<file path="src/rtl/regfile_wb_arbiter_pkg.sv">
// rtl/regfile_wb_arbiter_pkg.sv - shared constants for the register file writeback controller
package regfile_wb_arbiter_pkg;

  localparam int DATA_W_DEF = 32;
  localparam int ADDR_W_DEF = 5;
  localparam int CNT_W_DEF  = 2;
  localparam int REG_ZERO   = 0;

  typedef enum logic {
    REQ_ALU = 1'b0,
    REQ_MEM = 1'b1
  } req_id_t;

endpackage

</file>
<file path="src/rtl/regfile_wb_arbiter_scoreboard.sv">
// rtl/regfile_wb_arbiter_scoreboard.sv - per-register pending-write counters with RAW busy query
module regfile_wb_arbiter_scoreboard
  import regfile_wb_arbiter_pkg::*;
#(
  parameter int ADDR_W = ADDR_W_DEF,
  parameter int CNT_W  = CNT_W_DEF
) (
  input  logic              CLK,
  input  logic              RST,
  input  logic              alloc_valid,
  input  logic [ADDR_W-1:0] alloc_reg,
  output logic              alloc_ready,
  input  logic              retire_valid,
  input  logic [ADDR_W-1:0] retire_reg,
  input  logic [ADDR_W-1:0] rs_query,
  input  logic [ADDR_W-1:0] rt_query,
  output logic              rs_busy,
  output logic              rt_busy,
  output logic              err_underflow
);

  localparam int NREG = 2**ADDR_W;
  localparam logic [CNT_W-1:0] CNT_MAX = '1;

  logic [CNT_W-1:0] cnt [NREG];
  logic alloc_zero, retire_zero, same_reg, alloc_inc, retire_dec;

  assign alloc_zero  = (alloc_reg == ADDR_W'(REG_ZERO));
  assign retire_zero = (retire_reg == ADDR_W'(REG_ZERO));
  assign same_reg    = retire_valid && (retire_reg == alloc_reg);

  // A full counter can still accept an alloc when a retire to the same register frees a slot.
  assign alloc_ready = alloc_zero || (cnt[alloc_reg] != CNT_MAX) || same_reg;
  assign alloc_inc   = alloc_valid && alloc_ready && !alloc_zero;
  assign retire_dec  = retire_valid && !retire_zero;

  assign rs_busy = (cnt[rs_query] != '0);
  assign rt_busy = (cnt[rt_query] != '0);

  always_ff @(posedge CLK or negedge RST) begin
    if (!RST) begin
      for (int r = 0; r < NREG; r++) cnt[r] <= '0;
      err_underflow <= 1'b0;
    end else begin
      for (int r = 0; r < NREG; r++) begin
        if (alloc_inc && (alloc_reg == ADDR_W'(r)) && !(retire_dec && (retire_reg == ADDR_W'(r))))
          cnt[r] <= cnt[r] + CNT_W'(1);
        else if (retire_dec && (retire_reg == ADDR_W'(r)) && !(alloc_inc && (alloc_reg == ADDR_W'(r)))
                 && (cnt[r] != '0))
          cnt[r] <= cnt[r] - CNT_W'(1);
      end
      if (retire_dec && (cnt[retire_reg] == '0))
        err_underflow <= 1'b1;
    end
  end

endmodule

</file>
<file path="src/rtl/regfile_wb_arbiter.sv">
// rtl/regfile_wb_arbiter.sv - arbitrates ALU and load writebacks onto the register file write port
module regfile_wb_arbiter
  import regfile_wb_arbiter_pkg::*;
#(
  parameter int DATA_W     = DATA_W_DEF,
  parameter int ADDR_W     = ADDR_W_DEF,
  parameter int CNT_W      = CNT_W_DEF,
  parameter int FIXED_PRIO = 0
) (
  input  logic              CLK,
  input  logic              RST,
  input  logic              alu_valid,
  input  logic [ADDR_W-1:0] alu_reg,
  input  logic [DATA_W-1:0] alu_data,
  output logic              alu_ready,
  input  logic              mem_valid,
  input  logic [ADDR_W-1:0] mem_reg,
  input  logic [DATA_W-1:0] mem_data,
  output logic              mem_ready,
  input  logic              alloc_valid,
  input  logic [ADDR_W-1:0] alloc_reg,
  output logic              alloc_ready,
  input  logic [ADDR_W-1:0] rs_query,
  input  logic [ADDR_W-1:0] rt_query,
  output logic              rs_busy,
  output logic              rt_busy,
  output logic [ADDR_W-1:0] WriteReg,
  output logic [DATA_W-1:0] WriteData,
  output logic              RegWre,
  output logic              err_underflow
);

  req_id_t           last_grant;
  logic              wb_fire;
  logic [ADDR_W-1:0] wb_reg;
  logic [DATA_W-1:0] wb_data;

  always_comb begin
    alu_ready = 1'b0;
    mem_ready = 1'b0;
    if (alu_valid && mem_valid) begin
      if (FIXED_PRIO != 0)            mem_ready = 1'b1;
      else if (last_grant == REQ_MEM) alu_ready = 1'b1;
      else                            mem_ready = 1'b1;
    end else begin
      alu_ready = alu_valid;
      mem_ready = mem_valid;
    end
  end

  // At most one requester is ready, so the winner's fields can be muxed on mem_ready alone.
  assign wb_fire = (alu_valid && alu_ready) || (mem_valid && mem_ready);
  assign wb_reg  = mem_ready ? mem_reg  : alu_reg;
  assign wb_data = mem_ready ? mem_data : alu_data;

  always_ff @(posedge CLK or negedge RST) begin
    if (!RST) begin
      WriteReg   <= '0;
      WriteData  <= '0;
      RegWre     <= 1'b0;
      last_grant <= REQ_MEM;
    end else begin
      RegWre <= wb_fire && (wb_reg != ADDR_W'(REG_ZERO));
      if (wb_fire) begin
        WriteReg   <= wb_reg;
        WriteData  <= wb_data;
        last_grant <= mem_ready ? REQ_MEM : REQ_ALU;
      end
    end
  end

  regfile_wb_arbiter_scoreboard #(
    .ADDR_W (ADDR_W),
    .CNT_W  (CNT_W)
  ) u_scoreboard (
    .CLK           (CLK),
    .RST           (RST),
    .alloc_valid   (alloc_valid),
    .alloc_reg     (alloc_reg),
    .alloc_ready   (alloc_ready),
    .retire_valid  (wb_fire),
    .retire_reg    (wb_reg),
    .rs_query      (rs_query),
    .rt_query      (rt_query),
    .rs_busy       (rs_busy),
    .rt_busy       (rt_busy),
    .err_underflow (err_underflow)
  );

endmodule

</file>
<file path="config.mk">
export PLATFORM = sky130hd
export DESIGN_NAME = regfile_wb_arbiter
export DESIGN_NICKNAME = d
export VERILOG_FILES = /design/src/rtl/regfile_wb_arbiter_pkg.sv /design/src/rtl/regfile_wb_arbiter_scoreboard.sv /design/src/rtl/regfile_wb_arbiter.sv
export SDC_FILE = /design/constraint.sdc
export NUM_CORES = 1
export LEC_CHECK = 0
export CORE_ASPECT_RATIO = 0.6
export CORE_MARGIN = 2
export CORE_UTILIZATION = 48
export DETAILED_ROUTE_END_ITERATION = 10
export GPL_TIMING_DRIVEN = 0
export PLACE_DENSITY = 0.77
export SETUP_SLACK_MARGIN = 0.1
export SYNTH_ARGS = -nofsm -noshare
export SYNTH_HDL_FRONTEND = slang
export SYNTH_SLANG_ARGS = --single-unit
</file>
<file path="constraint.sdc">
create_clock -name CLK -period 2.8 [get_ports CLK]
set_input_delay 0.56 -clock CLK [delete_from_list [all_inputs] [get_ports CLK]]
set_output_delay 0.56 -clock CLK [all_outputs]
set_load 0.005 [all_outputs]
</file>
======== Word-level counts from Yosys, hierarchy flattened ========
Cells that the tools add are included.
word-level totals
  flip-flop bits (word level) ............. 104
  bits of input ports ..................... 94
  output and inout port bits .............. 44
  logic and storage cells ................. 564
operators by class
  $add $sub $neg .......................... 64
  magnitude comparators ................... 4
  eq/ne operators ......................... 64
  multiplexer cells ....................... 83
  bitwise gates (word level) .............. 4
  reductions and logical operators ........ 308
operators with widths
  operator               number
  $logic_and A1 B1 Y1    169
  $eq A5 B5 Y1 const B   32
  $mux W2                72
  $reduce_bool A2 Y1     66
  $eq A5 B4 Y1 const B   16
  $logic_not A1 Y1       66
  $add A2 B1 Y2 const B  32
  $sub A2 B1 Y2 const B  32
  $bmux W2 S5            4
  $eq A5 B3 Y1 const B   8
  $mux W32               1
  $ge A6 B6 Y1 const B   4
  $not A5 Y6             4
  $eq A5 B2 Y1 const B   4
  $eq A5 B1 Y1 const B   2
  $logic_not A5 Y1       2
  $eq A5 B5 Y1           1
  $mux W1                5
  $mux W5                1
  $reduce_bool A5 Y1     1
  $logic_or A1 B1 Y1     3
  $logic_not A2 Y1       1
  $ne A2 B2 Y1 const B   1

======== Logic depth before layout (Yosys ltp) ========
Gate-level depths: netlist of the first run.
  depth after elaboration ................. 15
  depth in mapped cells ................... 12
  gate-level depth less buffers ........... 10

======== Cells and area by module ========
From an unflattened synthesis of the first run, not the netlist that was laid out.
unflattened totals
  cells, all modules ...................... 912
  area, all modules ....................... 7,607.3 µm²
by module, submodules not included
  module                         times used  cells an instance  area an instance (µm²)  seq. area each (µm²)
  regfile_wb_arbiter_scoreboard  1           677                5,355.1                 1,626.6
  regfile_wb_arbiter             1           235                2,252.2                 977.2

======== Least setup slack after synthesis of the first run ========
Ideal clock, no wire load.
  kind .................................... input to register
  start ................................... input port alloc_reg[1]
  end ..................................... register u_scoreboard.cnt[32] (netlist name)
  library setup time ...................... 87 ps
  arrival ................................. 2,884 ps
  data required time ...................... 2,713 ps
  setup slack ............................. -171 ps
  stages on the path ...................... 12
  buffers on the path ..................... 4
  path through ............................ clkbuf_1 > clkbuf_1 > mux4_2 > a22oi_1 > nand2_1 > a211oi_1 > a31oi_4 > buf_4 > buf_2 > nor3_1 > nor2_1 > a22oi_1
on the way
  cells in the longest elaborated chain, start to end .. 14
  elaborated cells on any way between the ends .. 21
  those cells by class .................... eq/ne (3); mux (4); bitwise (1); reduce/logical (13)
ends and longest elaborated chain
  what                                        line                                                                      source
  start, declared                             regfile_wb_arbiter.sv:21                                                  input logic [ADDR_W-1:0] alloc_reg,
  $not A5 Y6 (implied by the code)            regfile_wb_arbiter_scoreboard.sv:33                                       assign alloc_ready = alloc_zero || (cnt[alloc_reg] != CNT_MAX) || same_reg;
  $bmux W2 S5                                 regfile_wb_arbiter_scoreboard.sv:33
  $mux W2 (implied by the code) (2 in a row)  regfile_wb_arbiter_scoreboard.sv:33
  $ne A2 B2 Y1                                regfile_wb_arbiter_scoreboard.sv:33
  $logic_or A1 B1 Y1 (2 in a row)             regfile_wb_arbiter_scoreboard.sv:33
  $logic_and A1 B1 Y1 (2 in a row)            regfile_wb_arbiter_scoreboard.sv:34                                       assign alloc_inc = alloc_valid && alloc_ready && !alloc_zero;
  $logic_and A1 B1 Y1 (*)                     regfile_wb_arbiter_scoreboard.sv:46, regfile_wb_arbiter_scoreboard.sv:48
  $logic_not A1 Y1                            regfile_wb_arbiter_scoreboard.sv:48                                       else if (retire_dec && (retire_reg == ADDR_W'(r)) && !(alloc_inc && (alloc_reg == ADDR_W'(r)))
  $logic_and A1 B1 Y1                         regfile_wb_arbiter_scoreboard.sv:48
  $logic_and A1 B1 Y1                         regfile_wb_arbiter_scoreboard.sv:49                                       && (cnt[r] != '0))
  $reduce_bool A2 Y1 (no line)                -
  end signal, assigned by index               regfile_wb_arbiter_scoreboard.sv:47                                       cnt[r] <= cnt[r] + CNT_W'(1);
  end signal, assigned by index               regfile_wb_arbiter_scoreboard.sv:50                                       cnt[r] <= cnt[r] - CNT_W'(1);
  end, declared                               regfile_wb_arbiter_scoreboard.sv:25                                       logic [CNT_W-1:0] cnt [NREG];
Mark *: on every way between the ends. The rest lies on a longest branch, timed or not. The select of a mux whose other input is x is not followed.
A chain may end at the register's enable or synchronous reset.

======== Worst setup path after layout of the first run ========
  start ................................... register u_scoreboard.cnt[52] (netlist name)
  end ..................................... output port alloc_ready
on the way
  cells in the longest elaborated chain, start to end .. 6
ends and longest elaborated chain
  what                                        line                                 source
  $bmux W2 S5                                 regfile_wb_arbiter_scoreboard.sv:33
  $mux W2 (implied by the code) (2 in a row)  regfile_wb_arbiter_scoreboard.sv:33
  $ne A2 B2 Y1                                regfile_wb_arbiter_scoreboard.sv:33
  $logic_or A1 B1 Y1 (2 in a row)             regfile_wb_arbiter_scoreboard.sv:33
  end, declared                               regfile_wb_arbiter.sv:22             output logic alloc_ready,
Every way passes these cells. The select of a mux whose other input is x is not followed.

==> reports/results.ini, run 1 <==
[sta]
max_clock_freq_mhz=342
min_period_over_period_pct=105
finalHoldViolCount=0
report.final.slew_viol_count=0
worst_clock_skew_ps=9.69
timing_worst_slew_pin_value_ps=885
timing.setup.tns_ps=-975
slew_headroom_pct=41.0
unrepaired_setup_endpoints_after_global_routing=true
final.min_clock_period_ps=2930
setup_viol=25
finalWorstSetupSlack_ps=-128

[drt]
ant_nets=0
route.detailed.drc=0
drt-initial-drc-count=1041
drt_first_pass_iters=6
detailroute.via_count=8125
totalWireLength_mm=29.1
wl_per_cell_microns=22.5
via_per_inst=6.27

[clocking]
tritoncts_num_sinks=104
cts-root-buf=sky130_fd_sc_hd__clkbuf_16
cts_buffer_depth=2
clock_latency_of_the_later_clocked_register_in_the_worst_skew_pair_ps=370
post_cts_hold_buffer_count=0
worst_setup_hold_path_clk_slew_ps=90
cts-buffers-inserted=9
cts_max_level=3
tritoncts_clock_tree=built

[setup_path]
crit_required_ps=2240
worst_reg_to_reg_setup_slack_ps=-90
cp-end-kind=output port
critical_path.startpoint_type=register
crit_type=register to output port
critical_path.max_fanout=2
reg2regPathDepth=11
crit-reg2reg-launch=u_scoreboard.cnt[52]$_DFFE_PN0P_
worstReg2RegEnd=u_scoreboard.cnt[30]$_DFFE_PN0P_
worstPathArrival_ps=2370

[grt]
gr-total-overflow=0
grt_pass1_wl_mm=43.2
gr-usage-all-layers_pct=34.8
grt_antenna_before_repair=0
first_global_vias=7750
grt_max_degree=58

[pwr]
power.leakage_nw=4.27
ir_worst_vdd_mv=0.335
pwr_density_cell_mw_per_mm2=562

[placed_design]
dp.cells=1179
placed_cell_area_sq_mm=0.00908
count_of_input_and_output_buffers=131
dp_hpwl_mm=19.3
final_weighted_congestion_of_routability_driven_global_placement=1.04
dp_worst_setup_slack_ps=-1500

[synth]
synth_compound_area_share_pct=15.2
largest_family_of_logic_cells_by_synthesized_area=simple AND/OR/NAND/NOR gates
synth-seq-cells=104
synth-seq-area-share_pct=35.2
yosys-mux-area-fraction_pct=19.9
syn_inst=844
yosys.area_share.adder_pct=0
ys_dominant_reg_cell=sky130_fd_sc_hd__dfrtp_1
synth.avg_cell_area_sq_um=8.76
yosysWarnings=0
synth.distinct_cells=50
syn_nets=938
ys_async_sr_fraction_pct=100
synth_area_sq_mm=0.00740
synth_xor_area_share_pct=2.60
synth-edff-count=0
synthSimpleGateAreaFrac_pct=23.8

[floorplanning]
die_h_microns=100
core_area_sq_mm=0.0152
floorplan.io_pins=138
fp.dieArea_sq_mm=0.0165
rows=35
horiz_die_dim_microns=164
starting_density_pct=48.7

[cells_and_area]
final_area_sq_mm=0.0109
area.growth.synth_to_final_pct=47.6
post_layout_nonfiller_instances=1296
n_antenna_cell=0
post_route_cells_drive_above_1_share_pct=30.7
finalCoreUtilization_pct=71.8
fillers=1109
net_count_of_the_finished_layout=1182

[job]
cap_violations=0

[run_status]
status=finished with violations
failed_checks=negative setup slack

[hold_path]
holdCritPathClass=input pin to async pin

## how the worst max path moves through the flow
stage                                     start                          endpoint  slack (ps)  cells after the start
2_1_floorplan                         mem_valid  u_scoreboard.cnt[32]$_DFFE_PN0P_          70                     11
3_3_place_gp                                RST  u_scoreboard.cnt[20]$_DFFE_PN0P_       -2940                      1
3_5_place_dp                       alloc_reg[3]                       alloc_ready       -1500                     10
4_1_cts        u_scoreboard.cnt[52]$_DFFE_PN0P_                       alloc_ready         -70                      8
5_1_grt        u_scoreboard.cnt[50]$_DFFE_PN0P_                       alloc_ready        -170                      8
6_report       u_scoreboard.cnt[52]$_DFFE_PN0P_                       alloc_ready        -130                      8
## cells by family after synthesis
logic type / after synthesis
AND/OR/NAND/NOR: 385
flip-flops: 104
AO/OA/AOI/OAI: 172
XOR/XNOR: 22
buffers and inverters: 59
multiplexers: 102
## layout make-up
cell class	instances	area, sq um	area share, %
inverter	14	65.1	0.596
clock inverter	7	100	0.917
sequential	104	2620	24.0
clock buffer	9	225	2.06
timing repair buffer	234	2150	19.7
multi-input combinational	681	5170	47.3
tap	203	254	2.33
buffer	44	337	3.08
## cell usage after synthesis, drive strengths merged, types with 14 or more instances
cell / number / area, sq um
a21oi: 38 / 190
mux2i: 33 / 343
mux4: 31 / 698
nor3: 35 / 235
o22ai: 36 / 225
o21ai: 30 / 150
nand3: 37 / 185
xnor2: 20 / 175
inv: 14 / 52.6
and3: 14 / 87.6
clkbuf: 34 / 128
nand2: 95 / 357
mux2: 38 / 428
nor2: 163 / 612
dfrtp: 103 / 2580
## power breakdown
group	switching (mW)	leakage [nW]	total [mW]	internal, mW
registers	0.206	1.28	1.99	1.79
logic	1.35	2.83	2.71	1.35
clock network	0.709	0.158	1.44	0.728
total	2.27	4.27	6.14	3.87
## worst max-delay path, cell delays in order (launching register included)
cell	delay, ps
sky130_fd_sc_hd__dfrtp_1	410
sky130_fd_sc_hd__buf_6	130
sky130_fd_sc_hd__mux4_2	500
sky130_fd_sc_hd__o211ai_1	220
sky130_fd_sc_hd__o22ai_1	130
sky130_fd_sc_hd__a211oi_2	270
sky130_fd_sc_hd__a31oi_4	110
sky130_fd_sc_hd__inv_4	130
sky130_fd_sc_hd__buf_6	100
## registers in the layout, summed over array words and instances (netlist names)
| signal | cells |
|---|---|
| RegWre | 1 |
| WriteData | 32 |
| WriteReg | 5 |
| last_grant | 1 |
| u_scoreboard.cnt | 64 |
| u_scoreboard.err_underflow | 1 |
## metal layers
metal / vias up / routed length [microns] / track usage (%)
li1: 3569 / - / -
met1: 3968 / 12300 / 50.4
met2: 517 / 12400 / 50.7
met3: 71 / 3780 / 11.7
met4: 0 / 621 / 7.42
met5: - / 0 / 0
## timing repair
item,CTS,global route
gates resized for setup,136,85
setup buffers,86,16
endpoints found under the setup margin,67,64
endpoints found under the hold margin,0,0
gates cloned,0,0
pin swaps,18,12
## through the flow
stage,hold slack (ps),total power [mW]
after CTS,256,5.84
final,227,6.14
after global placement,449,3.93
after detailed placement,455,3.98
after global routing,286,6.38
after floorplan,264,3.17
## layout by cell type, fill, tap and decap left out, types with 14 or more instances in the layout
master | netlist | final
sky130_fd_sc_hd__a21oi_1 | 38 | 32
sky130_fd_sc_hd__nor2_1 | 163 | 144
sky130_fd_sc_hd__o22ai_1 | 36 | 36
sky130_fd_sc_hd__mux4_2 | 31 | 31
sky130_fd_sc_hd__nor2_2 | 0 | 14
sky130_fd_sc_hd__nand2_1 | 95 | 93
sky130_fd_sc_hd__xnor2_1 | 20 | 20
sky130_fd_sc_hd__clkdlybuf4s50_1 | 0 | 122
sky130_fd_sc_hd__buf_4 | 1 | 94
sky130_fd_sc_hd__nand3_1 | 37 | 35
sky130_fd_sc_hd__mux2i_1 | 32 | 29
sky130_fd_sc_hd__mux2_2 | 38 | 37
sky130_fd_sc_hd__o21ai_0 | 29 | 18
sky130_fd_sc_hd__clkbuf_1 | 34 | 16
sky130_fd_sc_hd__dfrtp_1 | 103 | 92
sky130_fd_sc_hd__nor3_4 | 0 | 15
(Power assumes the default switching activity.)
==> run 2, diff against run 1 <==
--- a/config.mk
+++ b/config.mk
@@ -5,12 +5,14 @@
 export SDC_FILE = /design/constraint.sdc
 export NUM_CORES = 1
 export LEC_CHECK = 0
+export CELL_PAD_IN_SITES_DETAIL_PLACEMENT = 1
+export CELL_PAD_IN_SITES_GLOBAL_PLACEMENT = 2
 export CORE_ASPECT_RATIO = 0.6
 export CORE_MARGIN = 2
-export CORE_UTILIZATION = 48
+export CORE_UTILIZATION = 29
 export DETAILED_ROUTE_END_ITERATION = 10
 export GPL_TIMING_DRIVEN = 0
-export PLACE_DENSITY = 0.77
+export PLACE_DENSITY_LB_ADDON = 0.1
 export SETUP_SLACK_MARGIN = 0.1
 export SYNTH_ARGS = -nofsm -noshare
 export SYNTH_HDL_FRONTEND = slang
==> run 2 against run 1 <==
Effect of this change: the run still ends with negative setup slack left; die area is 63% higher; via count is 4.6% lower; worst hold slack worse by 200 ps; maximum frequency is 3.4% lower; largest power group unchanged; flip-flop and latch count stayed put; critical path depth is 4 higher.
==> reports/results.ini, run 2 (synthesis gave the netlist of run 1 again) <==
[placed_design]
final_weighted_congestion_of_routability_driven_global_placement=0.938
placed_cell_area_sq_mm=0.00924
dp.cells=1305
count_of_input_and_output_buffers=131
dp_hpwl_mm=23.6

[drt]
detailroute.via_count=7754
route.detailed.drc=0
drt-initial-drc-count=616
drt_first_pass_iters=5
ant_nets=0
wl_per_cell_microns=23.5
via_per_inst=5.51
totalWireLength_mm=33.1

[floorplanning]
floorplan.io_pins=138
starting_density_pct=29.4
fp.dieArea_sq_mm=0.0268
rows=45
core_area_sq_mm=0.0252
die_h_microns=128
horiz_die_dim_microns=210

[grt]
grt_max_degree=83
gr-total-overflow=0
first_global_vias=7745
grt_antenna_before_repair=0
gr-usage-all-layers_pct=24.5
grt_pass1_wl_mm=48.6

[pwr]
clockPowerShare_pct=21.5
power.leakage_nw=4.19
pwr_density_cell_mw_per_mm2=538
power_report.internal_total_mw=3.69
comb_power_share_pct=43.8
netSwitchingFraction_pct=37.7
power.net_switching_mw=2.24
ir_worst_vdd_mv=0.278
p_seq_share_pct=34.8

[setup_path]
crit_required_ps=3070
critical_path.startpoint_type=register
critical_path.max_fanout=10
cp-end-kind=register
critPathLaunch=u_scoreboard.cnt[54]$_DFFE_PN0P_
worstPathArrival_ps=3300
crit-reg2reg-launch=u_scoreboard.cnt[54]$_DFFE_PN0P_
crit_type=register to register

[cells_and_area]
register_area_sq_mm=0.00262
layout_commonest_cell=sky130_fd_sc_hd__nor2_1
net_count_of_the_finished_layout=1167
post_layout_nonfiller_instances=1407
final_area_sq_mm=0.0110
layout_common_cells=sky130_fd_sc_hd__nor2_1 (140), sky130_fd_sc_hd__clkdlybuf4s50_1 (122), sky130_fd_sc_hd__nand2_1 (92)
largest_register_ff_count=64
n_antenna_cell=0
area.growth.synth_to_final_pct=48.8
largestRegisters=u_scoreboard.cnt (64), WriteData (32), WriteReg (5)
multi_input_comb_area_sq_mm=0.00522
top_register=u_scoreboard.cnt
finalCoreUtilization_pct=43.7
post_route_cells_drive_above_1_share_pct=31.0
fillers=2899

[clocking]
cts-buffers-inserted=9
cts_max_level=3
worst_setup_hold_path_clk_slew_ps=80
cts_buffer_depth=2
post_cts_hold_buffer_count=0
tritoncts_clock_tree=built
clock_latency_of_the_later_clocked_register_in_the_worst_skew_pair_ps=380
tritoncts_num_sinks=104
cts-root-buf=sky130_fd_sc_hd__clkbuf_16

[sta]
finalHoldViolCount=0
timing.setup.tns_ps=-6480
slew_headroom_pct=46.1
unrepaired_setup_endpoints_after_global_routing=true
setup_viol=58
max_clock_freq_mhz=330
worst_clock_skew_ps=8.56
final.min_clock_period_ps=3030
timing_worst_slew_pin_value_ps=808
report.final.slew_viol_count=0
worst_hold_slack_ps=27.3
min_period_over_period_pct=108
finalWorstSetupSlack_ps=-232

[run_status]
status=finished with violations
failed_checks=negative setup slack

[job]
cap_violations=0

[hold_path]
holdCritPathClass=input pin to async pin

## run 2: worst max-delay path, cell delays in order, from the launching register on
cell,delay (ps)
sky130_fd_sc_hd__dfrtp_1,380
sky130_fd_sc_hd__buf_4,150
sky130_fd_sc_hd__mux4_2,520
sky130_fd_sc_hd__o211ai_1,220
sky130_fd_sc_hd__o22ai_1,130
sky130_fd_sc_hd__a211oi_2,330
sky130_fd_sc_hd__a31oi_4,70
sky130_fd_sc_hd__buf_12,170
sky130_fd_sc_hd__buf_8,150
sky130_fd_sc_hd__buf_4,210
sky130_fd_sc_hd__o311a_1,340
sky130_fd_sc_hd__nor3_1,170
sky130_fd_sc_hd__a21oi_1,60
## run 2: stage by stage
stage,setup WS [ps],power (mW)
detailed placement,-1850,4.10
global route,-277,6.23
finish,-232,5.92
global placement,-3600,4.06
floorplan,73.6,3.17
CTS,-128,5.75
## run 2: routing by layer
layer	routed length (microns)	vias to the layer above	part of all wire, %	track usage [%]
li1	-	3532	-	-
met1	16200	3965	49	37.4
met2	13800	229	42	34.7
met3	2630	26	7.9	6.03
met4	345	2	1.0	4.80
met5	83	-	0.25	0
## run 2: layout make-up
cell class / count / share of cell area (%)
Clock buffer: 10 / 2.17
Clock inverter: 6 / 0.307
Timing Repair Buffer: 219 / 18.9
Multi-Input combinational cell: 681 / 47.4
Inverter: 14 / 0.682
Buffer: 44 / 2.98
Sequential cell: 104 / 23.8
Tap cell: 329 / 3.74
## run 2: timing repair
item,in CTS,in global routing
gates resized for setup,139,106
gates cloned,0,2
pin swaps,16,45
setup endpoints to repair,67,65
buffers inserted,65,20
## run 2: worst paths after layout
path | cells past startpoint | slack (ps) | end
min reg2reg | 1 | 480 | u_scoreboard.cnt[62]$_DFFE_PN0P_
max reg2reg | 12 | -230 | u_scoreboard.cnt[14]$_DFFE_PN0P_
max | 12 | -230 | u_scoreboard.cnt[14]$_DFFE_PN0P_
min in group CLK | 1 | 480 | u_scoreboard.cnt[62]$_DFFE_PN0P_
max in group asynchronous | 2 | 1980 | u_scoreboard.cnt[48]$_DFFE_PN0P_
min | 1 | 30 | WriteData[23]$_DFFE_PN0P_
## run 2: power by group through the flow
stage | logic [mW] | registers (mW) | clock network [mW]
global placement | 1.90 | 2.16 | 0
finish | 2.59 | 2.06 | 1.27
CTS | 2.38 | 2.05 | 1.32
detailed placement | 1.94 | 2.16 | 0
global route | 2.76 | 2.10 | 1.37
floorplan | 1.11 | 2.06 | 0
